**src/rtl/intpol2_d4_pkg.sv**
```systemverilog
// Shared encodings and widths for the intpol2_D4 control unit.
// The state values are also what state_o exposes for debug.
package intpol2_d4_pkg;

    localparam int STATE_WIDTH   = 3;
    localparam int LAT_CNT_WIDTH = 4;

    typedef enum logic [2:0] {
        IDLE      = 3'd0,
        CLR       = 3'd1,
        LD_COEF   = 3'd2,
        WAIT_DATA = 3'd3,
        RD        = 3'd4,
        PIPE      = 3'd5,
        WR        = 3'd6,
        FINISH    = 3'd7
    } state_e;

endpackage

```
**src/rtl/intpol2_d4_lat_cnt.sv**
```systemverilog
// Loadable down-counter that times the datapath latency between a read and its write.
// It saturates at zero, so holding the decrement enable at zero is harmless.
module intpol2_d4_lat_cnt
    import intpol2_d4_pkg::*;
(
    input  logic                     clk_i,
    input  logic                     rst_i,
    input  logic                     load_i,
    input  logic [LAT_CNT_WIDTH-1:0] load_val_i,
    input  logic                     dec_i,
    output logic                     zero_o
);

    logic [LAT_CNT_WIDTH-1:0] count_q;
    logic [LAT_CNT_WIDTH-1:0] count_d;

    always_comb begin
        count_d = count_q;
        if (load_i) begin
            count_d = load_val_i;
        end else if (dec_i && (count_q != '0)) begin
            count_d = count_q - LAT_CNT_WIDTH'(1);
        end
    end

    always_ff @(posedge clk_i) begin
        if (rst_i) begin
            count_q <= '0;
        end else begin
            count_q <= count_d;
        end
    end

    assign zero_o = (count_q == '0);

endmodule

```
**src/rtl/intpol2_d4_ctrl_fsm.sv**
```systemverilog
// Run sequencer for the intpol2_D4 interpolator: clear, load three coefficients,
// then read / wait PIPE_LAT cycles / write for each sample until the last one.
module intpol2_d4_ctrl_fsm #(
    parameter int PIPE_LAT    = 3,
    parameter int STATE_WIDTH = intpol2_d4_pkg::STATE_WIDTH
) (
    input  logic                   clk,
    input  logic                   rst,
    input  logic                   start,
    input  logic                   abort,
    input  logic                   Empty,
    input  logic                   Afull,
    input  logic                   comp_addr,
    input  logic                   comp_cnt,
    output logic                   clear,
    output logic                   en_M_addr,
    output logic                   Read_Enable,
    output logic                   en_sum,
    output logic                   Write_Enable,
    output logic                   busy,
    output logic                   done,
    output logic [STATE_WIDTH-1:0] state_o
);
    import intpol2_d4_pkg::*;

    state_e state_q;
    state_e state_d;
    logic   lat_zero;
    logic   lat_load;
    logic   lat_dec;
    logic   write_ok;

    assign write_ok = (state_q == WR) && !Afull;
    assign lat_load = (state_q == RD);
    assign lat_dec  = (state_q == PIPE);

    intpol2_d4_lat_cnt u_lat_cnt (
        .clk_i      (clk),
        .rst_i      (rst),
        .load_i     (lat_load),
        .load_val_i (LAT_CNT_WIDTH'(PIPE_LAT - 1)),
        .dec_i      (lat_dec),
        .zero_o     (lat_zero)
    );

    // Abort only cancels an active run; a write coinciding with it is still issued
    // because the strobes below are decoded from the current state.
    always_comb begin
        state_d = state_q;
        if (abort && (state_q != IDLE)) begin
            state_d = IDLE;
        end else begin
            case (state_q)
                IDLE:      if (start) state_d = CLR;
                CLR:       state_d = LD_COEF;
                LD_COEF:   if (comp_addr) state_d = WAIT_DATA;
                WAIT_DATA: if (!Empty) state_d = RD;
                RD:        state_d = PIPE;
                PIPE:      if (lat_zero) state_d = WR;
                WR:        if (!Afull) state_d = comp_cnt ? FINISH : WAIT_DATA;
                FINISH:    state_d = IDLE;
                default:   state_d = IDLE;
            endcase
        end
    end

    always_ff @(posedge clk) begin
        if (rst) begin
            state_q <= IDLE;
        end else begin
            state_q <= state_d;
        end
    end

    assign clear        = (state_q == CLR);
    assign en_M_addr    = (state_q == LD_COEF) && !comp_addr;
    assign Read_Enable  = (state_q == RD);
    assign Write_Enable = write_ok;
    assign en_sum       = write_ok;
    assign busy         = (state_q != IDLE);
    assign done         = (state_q == FINISH);
    assign state_o      = STATE_WIDTH'(state_q);

endmodule

```
**config.mk**
```make
export PLATFORM = sky130hd
export DESIGN_NAME = intpol2_d4_ctrl_fsm
export DESIGN_NICKNAME = d
export VERILOG_FILES = /design/src/rtl/intpol2_d4_pkg.sv /design/src/rtl/intpol2_d4_lat_cnt.sv /design/src/rtl/intpol2_d4_ctrl_fsm.sv
export SDC_FILE = /design/constraint.sdc
export NUM_CORES = 1
export LEC_CHECK = 0
export CAP_MARGIN = 5
export CORE_MARGIN = 3
export CORE_UTILIZATION = 35
export CTS_CLUSTER_DIAMETER = 60
export CTS_CLUSTER_SIZE = 20
export DETAILED_ROUTE_END_ITERATION = 12
export GPL_TIMING_DRIVEN = 0
export PLACE_DENSITY = 0.65
export SLEW_MARGIN = 10
export SYNTH_ARGS = -nofsm -noshare
export SYNTH_HDL_FRONTEND = slang
export SYNTH_SLANG_ARGS = --single-unit
```
**constraint.sdc**
```tcl
create_clock -name clk -period 3.4 [get_ports clk]
set_input_delay 1.02 -clock clk [delete_from_list [all_inputs] [get_ports clk]]
set_output_delay 1.02 -clock clk [all_outputs]
set_load 0.05 [all_outputs]
```
==> results of run 1 <==
==> how the worst max path moves through the flow <==
stage,to,slack [ns],depth (start not counted)
after detailed placement,en_sum,-0.23,4
final,en_sum,0.1,4
after floorplan,clear,0.17,2
after global routing,en_sum,0.03,4
after global placement,en_sum,-0.22,4
after CTS,en_sum,0.05,4
==> what timing repair did <==
item,CTS,global route
endpoints found under the setup margin,3,1
pin swaps,0,0
gates resized for setup,3,1
==> cells in the final DEF (no fill, tap or decap), types with 2 or more instances in the layout <==
cell             netlist  routed
inv_1                  3       3
nor2_1                 5       5
and3_1                 2       2
dlygate4sd2_1          0       2
a21oi_1                2       2
clkdlybuf4s50_1        0      14
buf_4                  2       2
xnor2_1                3       3
nor3b_2                2       2
nor3_1                 4       3
clkbuf_4               0       3
buf_2                  2       2
dfxtp_1                7       7
nand2_1                5       5
==> worst min-delay path, stage by stage, from the launching register on <==
cell and delay [ns]:
dfxtp_1 0.34, xnor2_1 0.08, nor2_1 0.07
==> sequential cells by signal, indices dropped and copies added (netlist names) <==
signal / cells
u_lat_cnt.count_q: 4
state_o: 3
==> power by group <==
group / total [mW] / switching (mW) / internal, mW
registers: 0.0926 / 0.00679 / 0.0858
clock network: 0.0757 / 0.0327 / 0.0431
logic: 0.100 / 0.0608 / 0.0394
==> area by class of cell <==
class / count / area [sq um]
fill: 118 / 494
multi-input combinational: 43 / 318
timing repair buffer: 17 / 168
sequential: 7 / 140
buffer: 4 / 25.0
clock buffer: 3 / 22.5
tap: 14 / 17.5
inverter: 3 / 11.3
clock inverter: 1 / 5.00
==> layer usage <==
| metal | GRT usage [%] | share of wire, % |
|---|---|---|
| met5 | 0 | 0 |
| met4 | 1.81 | 0 |
| met3 | 6.22 | 6.0 |
| met2 | 17.7 | 42 |
| met1 | 18.8 | 51 |
==> per-stage QoR <==
stage                     total power, mW  hold slack, ns
after floorplan                     0.161           0.485
after global placement              0.195           0.508
after detailed placement            0.195           0.510
after CTS                           0.273           0.529
after global routing                0.285           0.540
final                               0.269           0.523
==> cells by family after synthesis <==
group / Yosys count / share of synthesized area (%)
flops: 7 / 28.6
fa+ha+maj: 1 / 2.56
simple gates: 25 / 30.9
compound gates: 13 / 23.0
xor+xnor: 3 / 5.37
buf+inv: 7 / 7.42
mux: 1 / 2.05
==> flow_metrics.py, run 1 <==
metrics = {
    "placement": {
        "dpl.hpwl_microns": 832,
        "io_buffers": 17,
        "gp_congestion": 0.710,
        "dp.cells": 88,
        "placed_cell_area_sq_um": 682,
        "pre_cts_slack_ns": -0.232,
    },
    "worst_setup_path": {
        "r2r_start": "u_lat_cnt.count_q[3]",
        "path_delay_family": "buffers and inverters",
        "path_max_fanout": 3,
        "slowest_stage": "clkdlybuf4s15_1",
        "path_cells": "clkdlybuf4s50_1 > nor3_2 > buf_4 > clkdlybuf4s15_1",
        "crit_type": "in2out",
        "reg2reg_to": "state_o[2]",
        "critPathLaunch": "Afull",
        "critPathCaptureType": "output pin",
        "regToRegSetupSlack_ns": 2.08,
        "critical_path_buf_inv_count": 3,
        "rr_worst_depth": 4,
        "start_kind": "input pin",
        "max_stage_delay_ns": 0.49,
        "cp.required_ns": 2.38,
        "worstPathArrival_ns": 2.28,
    },
    "routing": {
        "drc": 0,
        "drtAntennaViolNets": 0,
        "wl_per_cell_microns": 11.5,
        "vias_per_cell": 5.07,
        "drt_iter0_drc": 7,
        "via_count": 466,
        "routed_wirelength_mm": 1.06,
        "first_pass_iters": 4,
    },
    "timing": {
        "fmax_mhz": 303,
        "max_slew_margin_pct": 66.8,
        "setup_violations": 0,
        "hold_viol_final": 0,
        "tns_ns": 0,
        "fin_skew_ns": 0.00662,
        "rsz0062_at_grt": "false",
        "layout_setup_ws_ns": 0.0961,
        "worstMarginPinSlew_ns": 0.497,
        "drv_slew": 0,
        "fin_crit_sh_pct": 97.2,
        "layout_min_cycle_time_ns": 3.30,
    },
    "pwr": {
        "p_leak_nw": 0.269,
        "peakVddDrop_uv": 334,
        "p_per_area_mw_per_mm2": 380,
    },
    "synthesis": {
        "synth_top_area_cell": "dfxtp_1",
        "post-synth-top-count-cell": "dfxtp_1",
        "synth_commonest_cells": "7 x dfxtp_1, 5 x nand2_1, 5 x nor2_1, 4 x nor3_1",
        "synth_flop_cell": "dfxtp_1",
        "synth.area.top_cells": "dfxtp_1 29%, xnor2_1 5.4%, nor3b_2 5.1%",
        "synth_edf_count": 0,
        "syn-mean-instance-area_sq_um": 8.58,
        "synth_top_area_share_pct": 28.6,
        "async_flop_share_pct": 0,
        "synth_cells": 57,
        "yosysSeqAreaShare_pct": 28.6,
        "synth_nets": 66,
        "yosysWarnings": 0,
        "ys_seq_elements": 7,
        "ys_types": 31,
        "syn_area_sq_um": 489,
    },
    "layout": {
        "post-route-util_pct": 58.9,
        "final_cell_area_sq_um": 707,
        "instances_no_fill": 92,
        "layout-drive-gt1-share_pct": 24.4,
        "antenna_cells": 0,
        "areaGrowthSynthToFinish_pct": 44.5,
        "fin_nets": 88,
    },
    "die": {
        "chipHeight_microns": 43.4,
        "dieArea_sq_mm": 0.00188,
        "fp.dieW_microns": 43.4,
        "initial_core_util_pct": 40.7,
        "fp-row-count": 12,
        "coreArea_sq_mm": 0.00120,
        "io-pin-count": 18,
    },
    "global_routing": {
        "grt_max_degree": 11,
        "grt_pass1_vias": 443,
        "grt.total_usage_pct": 13.0,
        "overflow": 0,
        "grt_pass1_wl_mm": 1.86,
        "antenna_found_initial": 0,
    },
    "clock_tree": {
        "clockRootBuffer": "clkbuf_4",
        "cts_tree": "yes",
        "clock_sinks": 7,
        "clk_latency_ns": 0.25,
        "ctsHoldBuffers": 0,
        "path_clk_slew_ns": 0.06,
        "cts_buffer_depth": 2,
        "cts-htree-levels": 1,
        "numCtsBuffers": 3,
        "cts_setup_buffers": 0,
    },
    "min_path": {
        "hold_end": "u_lat_cnt.count_q[3]",
        "hold_start": "u_lat_cnt.count_q[3]",
        "holdPathStages": 2,
        "hold_class": "reg2reg",
    },
    "flow_run": {
        "maxCapViolCount": 0,
    },
    "status": {
        "status": "finished, final reports clean",
    },
}
(Power assumes the default switching activity.)
==> run 2, diff against run 1 <==
==> constraint.sdc (replaced) <==
create_clock -name clk -period 3.7 [get_ports clk]
set_input_delay 1.11 -clock clk [delete_from_list [all_inputs] [get_ports clk]]
set_output_delay 1.11 -clock clk [all_outputs]
set_load 0.05 [all_outputs]
==> run 2 against run 1 <==
Cell area did not move. Sequential share of layout area is the same. Die area unchanged. Register-to-register slack better by 0.30 ns. First-iteration DRC count unchanged. Hold slack unchanged.
==> flow_metrics.py, run 2 (synthesis results as in run 1) <==
metrics = {
    "worst_setup_path": {
        "path_delay_family": "buffers and inverters",
        "path_cells": "clkdlybuf4s50_1 > nor3_1 > clkdlybuf4s50_1",
        "critical_path_buf_inv_count": 2,
        "r2r_start": "u_lat_cnt.count_q[3]",
        "cpMostUsedCell": "clkdlybuf4s50_1",
        "worstPathArrival_ns": 2.53,
        "path_max_fanout": 2,
        "start_kind": "input pin",
        "cp.required_ns": 2.59,
        "slowest_stage": "clkdlybuf4s50_1",
        "regToRegSetupSlack_ns": 2.38,
        "crit_type": "in2out",
        "rr_worst_depth": 4,
        "max_stage_delay_ns": 0.82,
        "reg2reg_to": "state_o[2]",
        "critPathCaptureType": "output pin",
    },
    "flow_run": {
        "maxCapViolCount": 0,
    },
    "timing": {
        "setup_violations": 0,
        "max_slew_margin_pct": 66.8,
        "fin_skew_ns": 0.00662,
        "fin_crit_sh_pct": 98.3,
        "hold_viol_final": 0,
        "drv_slew": 0,
        "worstMarginPinSlew_ns": 0.497,
        "tns_ns": 0,
        "layout_min_cycle_time_ns": 3.64,
        "fmax_mhz": 275,
        "rsz0062_at_grt": "false",
    },
    "layout": {
        "fill_cells": 118,
        "most-common-layout-cells": "15 x clkdlybuf4s50_1, 7 x dfxtp_1, 5 x nand2_1, 5 x nor2_1",
        "multi_input_comb_area_sq_um": 318,
        "layout.cells.most_common": "clkdlybuf4s50_1",
        "fin_nets": 88,
        "layout-drive-gt1-share_pct": 24.4,
        "largest_register_ffs": 4,
        "areaGrowthSynthToFinish_pct": 44.5,
        "seqCellArea_sq_um": 140,
        "antenna_cells": 0,
        "largest-register": "u_lat_cnt.count_q",
    },
    "global_routing": {
        "grt_pass1_wl_mm": 1.86,
        "antenna_found_initial": 0,
        "overflow": 0,
        "grt.total_usage_pct": 13.0,
        "grt_pass1_vias": 443,
        "grt_max_degree": 11,
    },
    "pwr": {
        "share_comb_of_total_power_pct": 37.4,
        "total_power_uw": 247,
        "p_clk_share_pct": 28.1,
        "intPower_uw": 155,
        "p_leak_nw": 0.268,
        "peakVddDrop_uv": 307,
        "switching_share_pct": 37.2,
        "power_switching_uw": 92.1,
        "p_per_area_mw_per_mm2": 350,
        "power_frac_seq_pct": 34.4,
    },
    "clock_tree": {
        "cts_tree": "yes",
        "path_clk_slew_ns": 0.06,
        "cts-htree-levels": 1,
        "clockRootBuffer": "clkbuf_4",
        "clk_latency_ns": 0.25,
        "clock_sinks": 7,
        "numCtsBuffers": 3,
        "cts_buffer_depth": 2,
    },
    "routing": {
        "wl_per_cell_microns": 11.5,
        "via_count": 466,
        "drc": 0,
        "drtAntennaViolNets": 0,
        "drt_iter0_drc": 7,
        "vias_per_cell": 5.07,
        "first_pass_iters": 4,
        "routed_wirelength_mm": 1.06,
    },
    "min_path": {
        "hold_class": "reg2reg",
        "hold_end": "u_lat_cnt.count_q[3]",
        "hold_start": "u_lat_cnt.count_q[3]",
        "holdPathStages": 2,
    },
    "die": {
        "dieArea_sq_mm": 0.00188,
        "coreArea_sq_mm": 0.00120,
        "chipHeight_microns": 43.4,
        "io-pin-count": 18,
        "fp.dieW_microns": 43.4,
        "fp-row-count": 12,
        "initial_core_util_pct": 40.7,
    },
    "status": {
        "status": "finished, final reports clean",
    },
    "placement": {
        "dpl.hpwl_microns": 832,
        "gp_congestion": 0.710,
        "io_buffers": 17,
    },
}
run 2: cell types whose count changed in the layout (fill, tap and decap cells not counted):
cell,change
clkdlybuf4s15_1,-1
clkdlybuf4s50_1,+1
run 2: worst register-to-register path, stage by stage, from the launching register on:
cell	delay, ns
dfxtp_1	0.31
nor2_1	0.30
a21o_1	0.22
o21ai_2	0.09
o221a_2	0.29
run 2: metal layers:
metal	track usage (%)	vias up	wire, microns
met5	0	-	0
met4	1.81	0	0
met3	6.22	0	63
met2	17.7	11	449
met1	18.8	208	542
li1	-	247	-
run 2: what timing repair did:
item                       4_1_cts  5_1_grt
hold buffers                     0        0
gates resized for setup          2        0
buffers inserted                 0        0
setup endpoints to repair        2        0
run 2: through the flow:
stage	hold WS, ns	utilization, %	std cells	setup slack (ns)	instance area, sq um
2_1_floorplan	0.485	-	57	0.381	494
3_3_place_gp	0.508	56.8	88	-0.0951	682
3_5_place_dp	0.510	56.8	88	-0.112	682
4_1_cts	0.529	58.9	92	0.0610	707
5_1_grt	0.540	58.9	92	0.00208	707
6_report	0.523	58.9	92	0.0646	707
run 2: cell type report:
class                           count  share of cell area [%]
Sequential cell                     7                    19.8
Tap cell                           14                    2.48
Clock buffer                        3                    3.19
Inverter                            3                    1.59
Buffer                              4                    3.54
Timing Repair Buffer               17                    23.7
Multi-Input combinational cell     43                    45.0
Clock inverter                      1                   0.708
run 2: worst max-delay path by stage:
stage | start | slack, ns | end | cells past startpoint
6_report | comp_addr | 0.06 | en_M_addr | 3
3_5_place_dp | Afull | -0.11 | en_sum | 4
5_1_grt | comp_addr | 0.002 | en_M_addr | 3
3_3_place_gp | Afull | -0.1 | en_sum | 4
4_1_cts | comp_addr | 0.06 | en_M_addr | 3
2_1_floorplan | state_o[0] | 0.38 | clear | 2
run 2: power by group through the flow:
stage	logic, mW	registers [mW]	clock network [mW]
6_report	0.0926	0.0851	0.0696
3_3_place_gp	0.0930	0.0865	0
5_1_grt	0.0997	0.0861	0.0765
4_1_cts	0.0934	0.0850	0.0726
2_1_floorplan	0.0518	0.0963	0
3_5_place_dp	0.0931	0.0866	0
==> run 3, diff against run 2 <==
==> constraint.sdc (replaced) <==
create_clock -name clk -period 3.41 [get_ports clk]
set_input_delay 1.023 -clock clk [delete_from_list [all_inputs] [get_ports clk]]
set_output_delay 1.023 -clock clk [all_outputs]
set_load 0.05 [all_outputs]
==> results of run 3 <==
Same layout as run 1 (identical final DEF). Status: finished, final reports clean.
Among the figures that moved: setup slack after placement -0.232 ns -> -0.228 ns; setup slack after layout 0.0961 ns -> 0.100 ns; register-to-register setup slack 2.08 ns -> 2.09 ns; total power 0.269 mW -> 0.268 mW; worst IR drop on VDD 334 uV -> 333 uV
